`config.mk`:
```
export PLATFORM = sky130hd
export DESIGN_NAME = conv_stream_tx_flat
export DESIGN_NICKNAME = d
export VERILOG_FILES = /design/src/rtl/conv_stream_tx_if.sv /design/src/rtl/conv_stream_tx.sv /design/src/flat_wrapper.sv
export SDC_FILE = /design/constraint.sdc
export NUM_CORES = 1
export LEC_CHECK = 0
export CAP_MARGIN = 20
export CORE_ASPECT_RATIO = 1.4
export CORE_UTILIZATION = 60
export DETAILED_ROUTE_END_ITERATION = 8
export PLACE_DENSITY = 0.85
export RECOVER_POWER = 25
export REMOVE_ABC_BUFFERS = 1
export SKIP_LAST_GASP = 1
export SYNTH_ARGS = -nofsm -noshare
export SYNTH_HDL_FRONTEND = slang
export SYNTH_SLANG_ARGS = --single-unit
```
`constraint.sdc`:
```
create_clock -name i_clk -period 6.3 [get_ports i_clk]
set_input_delay 1.26 -clock i_clk [delete_from_list [all_inputs] [get_ports i_clk]]
set_output_delay 1.26 -clock i_clk [all_outputs]
set_load 0.02 [all_outputs]
```
`src/rtl/conv_stream_tx_if.sv`:
```
// AXI4-Stream link between conv_stream_tx and its sink.
// CONV_STREAM_TX_TUSER_EN adds the start-of-frame tuser bit.
interface conv_stream_tx_if #(
  parameter int unsigned NB_DATA = 32
);
  logic [NB_DATA-1:0] tdata;
  logic               tvalid;
  logic               tready;
  logic               tlast;
`ifdef CONV_STREAM_TX_TUSER_EN
  logic               tuser;

  modport master (output tdata, output tvalid, output tlast, output tuser, input tready);
  modport slave  (input tdata, input tvalid, input tlast, input tuser, output tready);
`else
  modport master (output tdata, output tvalid, output tlast, input tready);
  modport slave  (input tdata, input tvalid, input tlast, output tready);
`endif
endinterface

```
`src/rtl/conv_stream_tx.sv`:
```
// Convolver result collector: FWFT FIFO with registered output stage feeding an AXI4-Stream master.
// Optional start-of-frame tuser output enabled by CONV_STREAM_TX_TUSER_EN.
module conv_stream_tx #(
  parameter int unsigned NB_DATA     = 32,
  parameter int unsigned FRAME_WORDS = 2500,
  parameter int unsigned FIFO_DEPTH  = 16,
  parameter int unsigned AF_MARGIN   = 4,
  parameter int unsigned NB_CNT      = 16
) (
  input  logic               i_clk,
  input  logic               i_reset_n,
  input  logic [NB_DATA-1:0] i_data,
  input  logic               i_valid,
  output logic               o_ready,
  output logic               o_overflow,
  output logic               o_frame_done,
  conv_stream_tx_if.master   m_axis
);

  localparam int unsigned AW     = $clog2(FIFO_DEPTH);
  localparam int unsigned PW     = AW + 1;
  localparam int unsigned CW     = AW + 1;
  localparam int unsigned AF_THR = FIFO_DEPTH - AF_MARGIN;

  logic [NB_DATA-1:0] mem [FIFO_DEPTH];
  logic [PW-1:0]      wr_ptr, rd_ptr;
  logic [CW-1:0]      occ;
  logic [NB_CNT-1:0]  cnt;
  logic [NB_DATA-1:0] tdata_q;
  logic               tvalid_q, tlast_q, tuser_q;
  logic               ready_q, ovf_q, fd_q;

  logic               pop_c, push_c, full_c, mem_empty_c, load_c, last_c;
  logic               tvalid_n, tlast_n, tuser_n, ready_n;
  logic [CW-1:0]      occ_n;
  logic [NB_CNT-1:0]  cnt_n;

  // Handshake, occupancy and next-beat bookkeeping
  always_comb begin
    pop_c       = tvalid_q & m_axis.tready;
    full_c      = (occ == CW'(FIFO_DEPTH));
    push_c      = i_valid & (~full_c | pop_c);
    mem_empty_c = (wr_ptr == rd_ptr);
    load_c      = ~mem_empty_c & (~tvalid_q | pop_c);
    last_c      = (cnt == NB_CNT'(FRAME_WORDS - 1));
    tvalid_n    = load_c | (tvalid_q & ~pop_c);
    cnt_n       = cnt;
    if (pop_c) cnt_n = last_c ? '0 : NB_CNT'(cnt + NB_CNT'(1));
    occ_n       = occ;
    if (push_c && !pop_c) occ_n = CW'(occ + CW'(1));
    if (!push_c && pop_c) occ_n = CW'(occ - CW'(1));
    tlast_n     = tvalid_n & (cnt_n == NB_CNT'(FRAME_WORDS - 1));
    tuser_n     = tvalid_n & (cnt_n == '0);
    ready_n     = (occ_n <= CW'(AF_THR));
  end

  // Storage array carries no reset; only pointers define its contents
  always_ff @(posedge i_clk) begin
    if (push_c) mem[wr_ptr[AW-1:0]] <= i_data;
  end

  always_ff @(posedge i_clk or negedge i_reset_n) begin
    if (!i_reset_n) begin
      wr_ptr   <= '0;
      rd_ptr   <= '0;
      occ      <= '0;
      cnt      <= '0;
      tdata_q  <= '0;
      tvalid_q <= 1'b0;
      tlast_q  <= 1'b0;
      tuser_q  <= 1'b0;
      ready_q  <= 1'b1;
      ovf_q    <= 1'b0;
      fd_q     <= 1'b0;
    end else begin
      if (push_c) wr_ptr <= PW'(wr_ptr + PW'(1));
      if (load_c) begin
        rd_ptr  <= PW'(rd_ptr + PW'(1));
        tdata_q <= mem[rd_ptr[AW-1:0]];
      end
      occ      <= occ_n;
      cnt      <= cnt_n;
      tvalid_q <= tvalid_n;
      tlast_q  <= tlast_n;
      tuser_q  <= tuser_n;
      ready_q  <= ready_n;
      fd_q     <= pop_c & last_c;
      if (i_valid && !push_c) ovf_q <= 1'b1;
    end
  end

  assign m_axis.tdata  = tdata_q;
  assign m_axis.tvalid = tvalid_q;
  assign m_axis.tlast  = tlast_q;
  assign o_ready       = ready_q;
  assign o_overflow    = ovf_q;
  assign o_frame_done  = fd_q;

`ifdef CONV_STREAM_TX_TUSER_EN
  assign m_axis.tuser = tuser_q;
`else
  logic unused_tuser;
  assign unused_tuser = tuser_q;
`endif

endmodule
```
`src/flat_wrapper.sv`:
```
// flat-port wrapper written by rule: the top's interface ports become plain ports
module conv_stream_tx_flat 
#(
  parameter int unsigned NB_DATA     = 32,
  parameter int unsigned FRAME_WORDS = 2500,
  parameter int unsigned FIFO_DEPTH  = 16,
  parameter int unsigned AF_MARGIN   = 4,
  parameter int unsigned NB_CNT      = 16
)
  (i_clk, i_reset_n, i_data, i_valid, o_ready, o_overflow, o_frame_done, m_axis_tdata, m_axis_tvalid, m_axis_tlast, m_axis_tready);
  conv_stream_tx_if #(.NB_DATA(NB_DATA)) m_axis_i ();
  input  logic i_clk;
  input  logic i_reset_n;
  input  logic [NB_DATA-1:0] i_data;
  input  logic i_valid;
  output logic o_ready;
  output logic o_overflow;
  output logic o_frame_done;
  output wire logic [$bits(m_axis_i.tdata)-1:0] m_axis_tdata;
  output wire logic [$bits(m_axis_i.tvalid)-1:0] m_axis_tvalid;
  output wire logic [$bits(m_axis_i.tlast)-1:0] m_axis_tlast;
  input wire logic [$bits(m_axis_i.tready)-1:0] m_axis_tready;
  assign m_axis_tdata = m_axis_i.tdata;
  assign m_axis_tvalid = m_axis_i.tvalid;
  assign m_axis_tlast = m_axis_i.tlast;
  assign m_axis_i.tready = m_axis_tready;
  conv_stream_tx #(.NB_DATA(NB_DATA), .FRAME_WORDS(FRAME_WORDS), .FIFO_DEPTH(FIFO_DEPTH), .AF_MARGIN(AF_MARGIN), .NB_CNT(NB_CNT)) u_core (.i_clk(i_clk), .i_reset_n(i_reset_n), .i_data(i_data), .i_valid(i_valid), .o_ready(o_ready), .o_overflow(o_overflow), .o_frame_done(o_frame_done), .m_axis(m_axis_i));
endmodule
```
-- After elaboration in Yosys (flattened, before gate mapping)
Memories as Yosys holds them, arrays and structs flattened. A register that Yosys moved wholly into a read port is not among the register bits.
Index checks and enable logic that the tools add are counted.
- add/sub/neg operators: 5
- bitwise logic cells: 13
- eq/ne operators: 4
- multiplexer cells: 6
- $lt $le $gt $ge: 1
- reduce and logical (&&, ||, !) cells: 6
- operator list (operator ; count):
    $eq 16x12->1 const B ; 2
    $mux 16 ; 2
    $add 16x1->16 const B ; 1
    $add 5x1->5 const B ; 3
    $mux 5 ; 2
    $and 1x1->1 ; 6
    $eq 5x5->1 ; 1
    $eq 5x5->1 const B ; 1
    $le 5x4->1 const B ; 1
    $sub 5x1->5 const B ; 1
    $not 1->1 ; 4
    $logic_and 1x1->1 ; 3
    $logic_not 1->1 ; 3
    $or 1x1->1 ; 3
    $mux 1 ; 2
- logic and storage cells: 45
- memories kept: 1
- register bits: 36
- input bits: 36
- bits in writable memories: 512
- output and inout port bits: 37
- memories (name ; words ; bits a word ; read ports ; clocked after Yosys merged registers in ; write ports ; RTL line ; source):
    u_core.mem ; 16 ; 32 ; 1 ; 1 ; 1 ; conv_stream_tx.sv:25 ; logic [NB_DATA-1:0] mem [FIFO_DEPTH];

-- Depth between registers and ports, before layout
- depth after elaboration: 8
- gate-level depth with buffers: 8
- mapped depth without buffers: 7

-- Worst setup path after synthesis
OpenSTA, ideal clock, no wires.
- path type: input to register
- from: in m_axis_tready
- to: mem u_core.mem[0][0] (enable)
- data required time: 5.798 ns
- buffers on the path: 1
- library setup time: 0.502 ns
- setup slack: 0.899 ns
- arrival: 4.900 ns
- cell stages on the path: 4
- cell sequence: and2_1 clkbuf_1 o21ai_0 nor4_1
- word-level cells in the longest chain between the ends: 5
- ends and longest elaborated chain (item ; RTL line ; source):
    from (decl) ; flat_wrapper.sv:22 ; input wire logic [$bits(m_axis_i.tready)-1:0] m_axis_tready;
    $and 1x1->1 ; conv_stream_tx.sv:40 ; pop_c = tvalid_q & m_axis.tready;
    $or 1x1->1 ; conv_stream_tx.sv:42 ; push_c = i_valid & (~full_c | pop_c);
    $and 1x1->1 ; conv_stream_tx.sv:42 ;
    $mux 1 ; conv_stream_tx.sv:59 ; if (push_c) mem[wr_ptr[AW-1:0]] <= i_data;
    $mux 1 (implied by the code) ; conv_stream_tx.sv:59 ;
    to (decl) ; conv_stream_tx.sv:25 ;
No other way between the ends.

-- Worst setup path in the final report
- from: in m_axis_tready
- to: mem u_core.mem[8][22] (enable)
Same word-level chain as after synthesis.

==> out/metrics.csv <==
stage;metric;value;unit
logic_synthesis;synthArstFlopShare;11.72;%
sta;setup_viol;0;
setup_path;cp_max_fo;32;
setup_path;crit-reg2reg-launch;u_core.rd_ptr[0];
min_path;min_path_cells;1;
finish;syn_to_final_growth;13.81;%
min_path;worstHoldEndpoint;u_core.o_overflow;
route;num_vias;10790;
setup_path;crit_chain;clkdlybuf4s50_1 > and2_1 > o21ai_0 > nor3b_1 > and2_2;
sta;finalCritPeriodShare;60.79;%
logic_synthesis;synth-edff-count;512;
clock_network;cts_buffer_depth;3;
floorplan;die_y;230.7;µm
global_routing;grt_pass1_wl;72150;µm
sta;clock-skew-final;22.10;ps
clock_network;clk_latency;590;ps
min_path;hold_start;u_core.o_overflow;
setup_path;reg2reg_to;u_core.m_axis.tdata[7];
floorplan;initial_core_util;60.95;%
setup_path;cp-end-kind;register;
clock_network;path_clk_slew;70;ps
sta;fin_crit;3830;ps
clock_network;htree_levels;2;
route;drt_iter0_drc;1197;
logic_synthesis;synthCells;985;
finish;stdcell_area;25500;µm²
floorplan;rows;83;
route;ant_nets;0;
clock_network;cts_setup_buffers;0;
finish;n_fill_cell;2082;
setup_path;crit_slowest_cell;and2_2;
setup_path;reg2regPathDepth;4;
clock_network;numCtsBuffers;51;
logic_synthesis;synthTopCellsByCount;edfxtp_1, mux4_2, dfrtp_1;
route;drcViolationCount;10;
place;portBuffers;72;
logic_synthesis;synth.most_common_cell;edfxtp_1;
power;powerDensity;456.0;nW/µm²
finish;stdcell_count;1594;
floorplan;die_w;165.3;µm
power;finalPower;11.63;mW
clock_network;cts_sinks;580;
sta;fmax;0.2611;GHz
logic_synthesis;syn_area;22410;µm²
place;dp_cells;1495;
logic_synthesis;synth_top_area_share;68.61;%
clock_network;cts-root-buf;clkbuf_16;
global_routing;antenna_found_initial;1;
flow_run;drv_cap;0;
global_routing;grt.total_usage;26.73;%
sta;relSlewSlack;27.50;%
logic_synthesis;synth_flop_cell;edfxtp_1;
setup_path;r2r_slack;3070;ps
logic_synthesis;yosysUniqueCellTypes;47;
global_routing;grt_overflow;0;
place;dpl.hpwl;25250;µm
clock_network;cts_resized;0;
logic_synthesis;synth_area_leaders;edfxtp_1, mux4_2, dfrtp_1;
logic_synthesis;yosysWarnings;0;
setup_path;crit_arrival;4030;ps
logic_synthesis;seq_area_frac_synth;76.21;%
place;place_congestion;0.8451;
floorplan;core_area;36760;µm²
sta;tightest_slew;1085;ps
finish;drive_gt1_share;28.24;%
route;wl_per_cell;30.71;µm
power;ir_worst_vdd;0.2945;mV
clock_network;ctsHoldBuffers;0;
finish;fin_nets;1127;
floorplan;io_pins;73;
sta;hold_violations;0;
min_path;hp-class;reg -> reg;
route;routed_via_density;6.769;
setup_path;critPathRequiredTime;6500;ps
global_routing;grt_max_degree;71;
status;outcome;complete, but fails checks;
setup_path;max_stage_delay;900;ps
route;drtPass1Iterations;7;
floorplan;dieArea;38130;µm²
logic_synthesis;avgSynthCellArea;22.75;µm²
place;dpl_cell_area;23710;µm²
clock_network;cts_tree;yes;
status;violations;DRC;
sta;rsz0062_at_grt;no;
logic_synthesis;synth_top_area_cell;edfxtp_1;
setup_path;worst-setup-path-type;in -> reg;
global_routing;grt_pass1_vias;11097;
setup_path;cp-start-kind;input pin;
logic_synthesis;ys_seq_elements;580;
sta;final_max_slew_viol_count;0;
power;p_leak;8.250;nW
route;drt_wl_total;48950;µm
routing by layer:
metal	track usage (%)	vias to the layer above	wire, µm
met1	35.03	5774	17800
met3	3.953	110	3332
met2	45.97	594	26370
met4	9.091	0	1451
met5	0	-	0
li1	-	4312	-
cells by family after synthesis:
family	count (synthesis)	share of synthesized area, %
adder cells (fa/ha/maj)	8	0.4467
multiplexers	194	17.79
flip-flops	580	76.21
AO/OA/AOI/OAI	24	0.7371
AND/OR/NAND/NOR	90	2.261
XOR/XNOR	30	1.173
buffers and inverters	59	1.379
critical path, delay by kind of cell:
family	cells	cell delay [ps]
buffers and inverters	1	540
and+or+nand+nor	3	1750
AOI/OAI and AO/OA	1	420
through the flow:
step	hold WS (ps)	setup slack, ps	utilization [%]	TNS [ps]
global route	504.9	2316	69.37	0
finish	485.6	2470	69.37	0
floorplan	460.4	-723.7	-	-21420
detailed placement	474.0	2035	64.49	0
CTS	491.0	2542	69.22	0
global placement	461.7	2215	64.49	0
where the power goes:
part           leakage (nW)  switching, mW  internal, mW
Combinational          1.96           1.55          1.67
Clock                 0.842           1.40          1.85
Sequential             5.44          0.436          4.72
Total                  8.25           3.39          8.24
worst max-delay path by stage:
stage               cells after the start             start  slack, ps            endpoint
floorplan                               5  u_core.rd_ptr[0]       -720    u_core.rd_ptr[3]
CTS                                     5     m_axis_tready       2540  u_core.mem[11][15]
global placement                        5     m_axis_tready       2210  u_core.mem[15][27]
finish                                  5     m_axis_tready       2470   u_core.mem[8][22]
detailed placement                      5     m_axis_tready       2040   u_core.mem[10][5]
global route                            5     m_axis_tready       2320   u_core.mem[8][22]
layout by cell type (no fill, tap or decap), drive strengths merged, types with 15 or more instances in the layout:
master	synthesis	final
mux2	34	34
nor2	15	15
edfxtp	512	512
xnor2	17	17
buf	23	21
clkbuf	25	70
clkdlybuf4s50	0	53
dlygate4sd3	0	18
mux4	160	160
dfrtp	67	67
area by class of cell:
cell class | instances | area [µm²] | share of cell area (%)
inverters | 11 | 41.29 | 0.1619
repair buffers | 93 | 937.1 | 3.675
multi-input cells | 346 | 5110 | 20.04
diodes | 1 | 2.502 | 0.009813
clock buffers | 69 | 1385 | 5.431
flip-flops and latches | 580 | 17090 | 67.00
clock inverters | 27 | 354.1 | 1.388
well taps | 467 | 584.3 | 2.291
sequential cells by signal, indices dropped and copies added, names as in the netlist:
name and cells:
u_core.cnt 16, u_core.m_axis.tdata 32, u_core.m_axis.tlast 1, u_core.m_axis.tvalid 1
u_core.mem 512, u_core.o_frame_done 1, u_core.o_overflow 1, u_core.o_ready 1
u_core.occ 5, u_core.rd_ptr 5, u_core.wr_ptr 5
(Power assumes the default switching activity.)
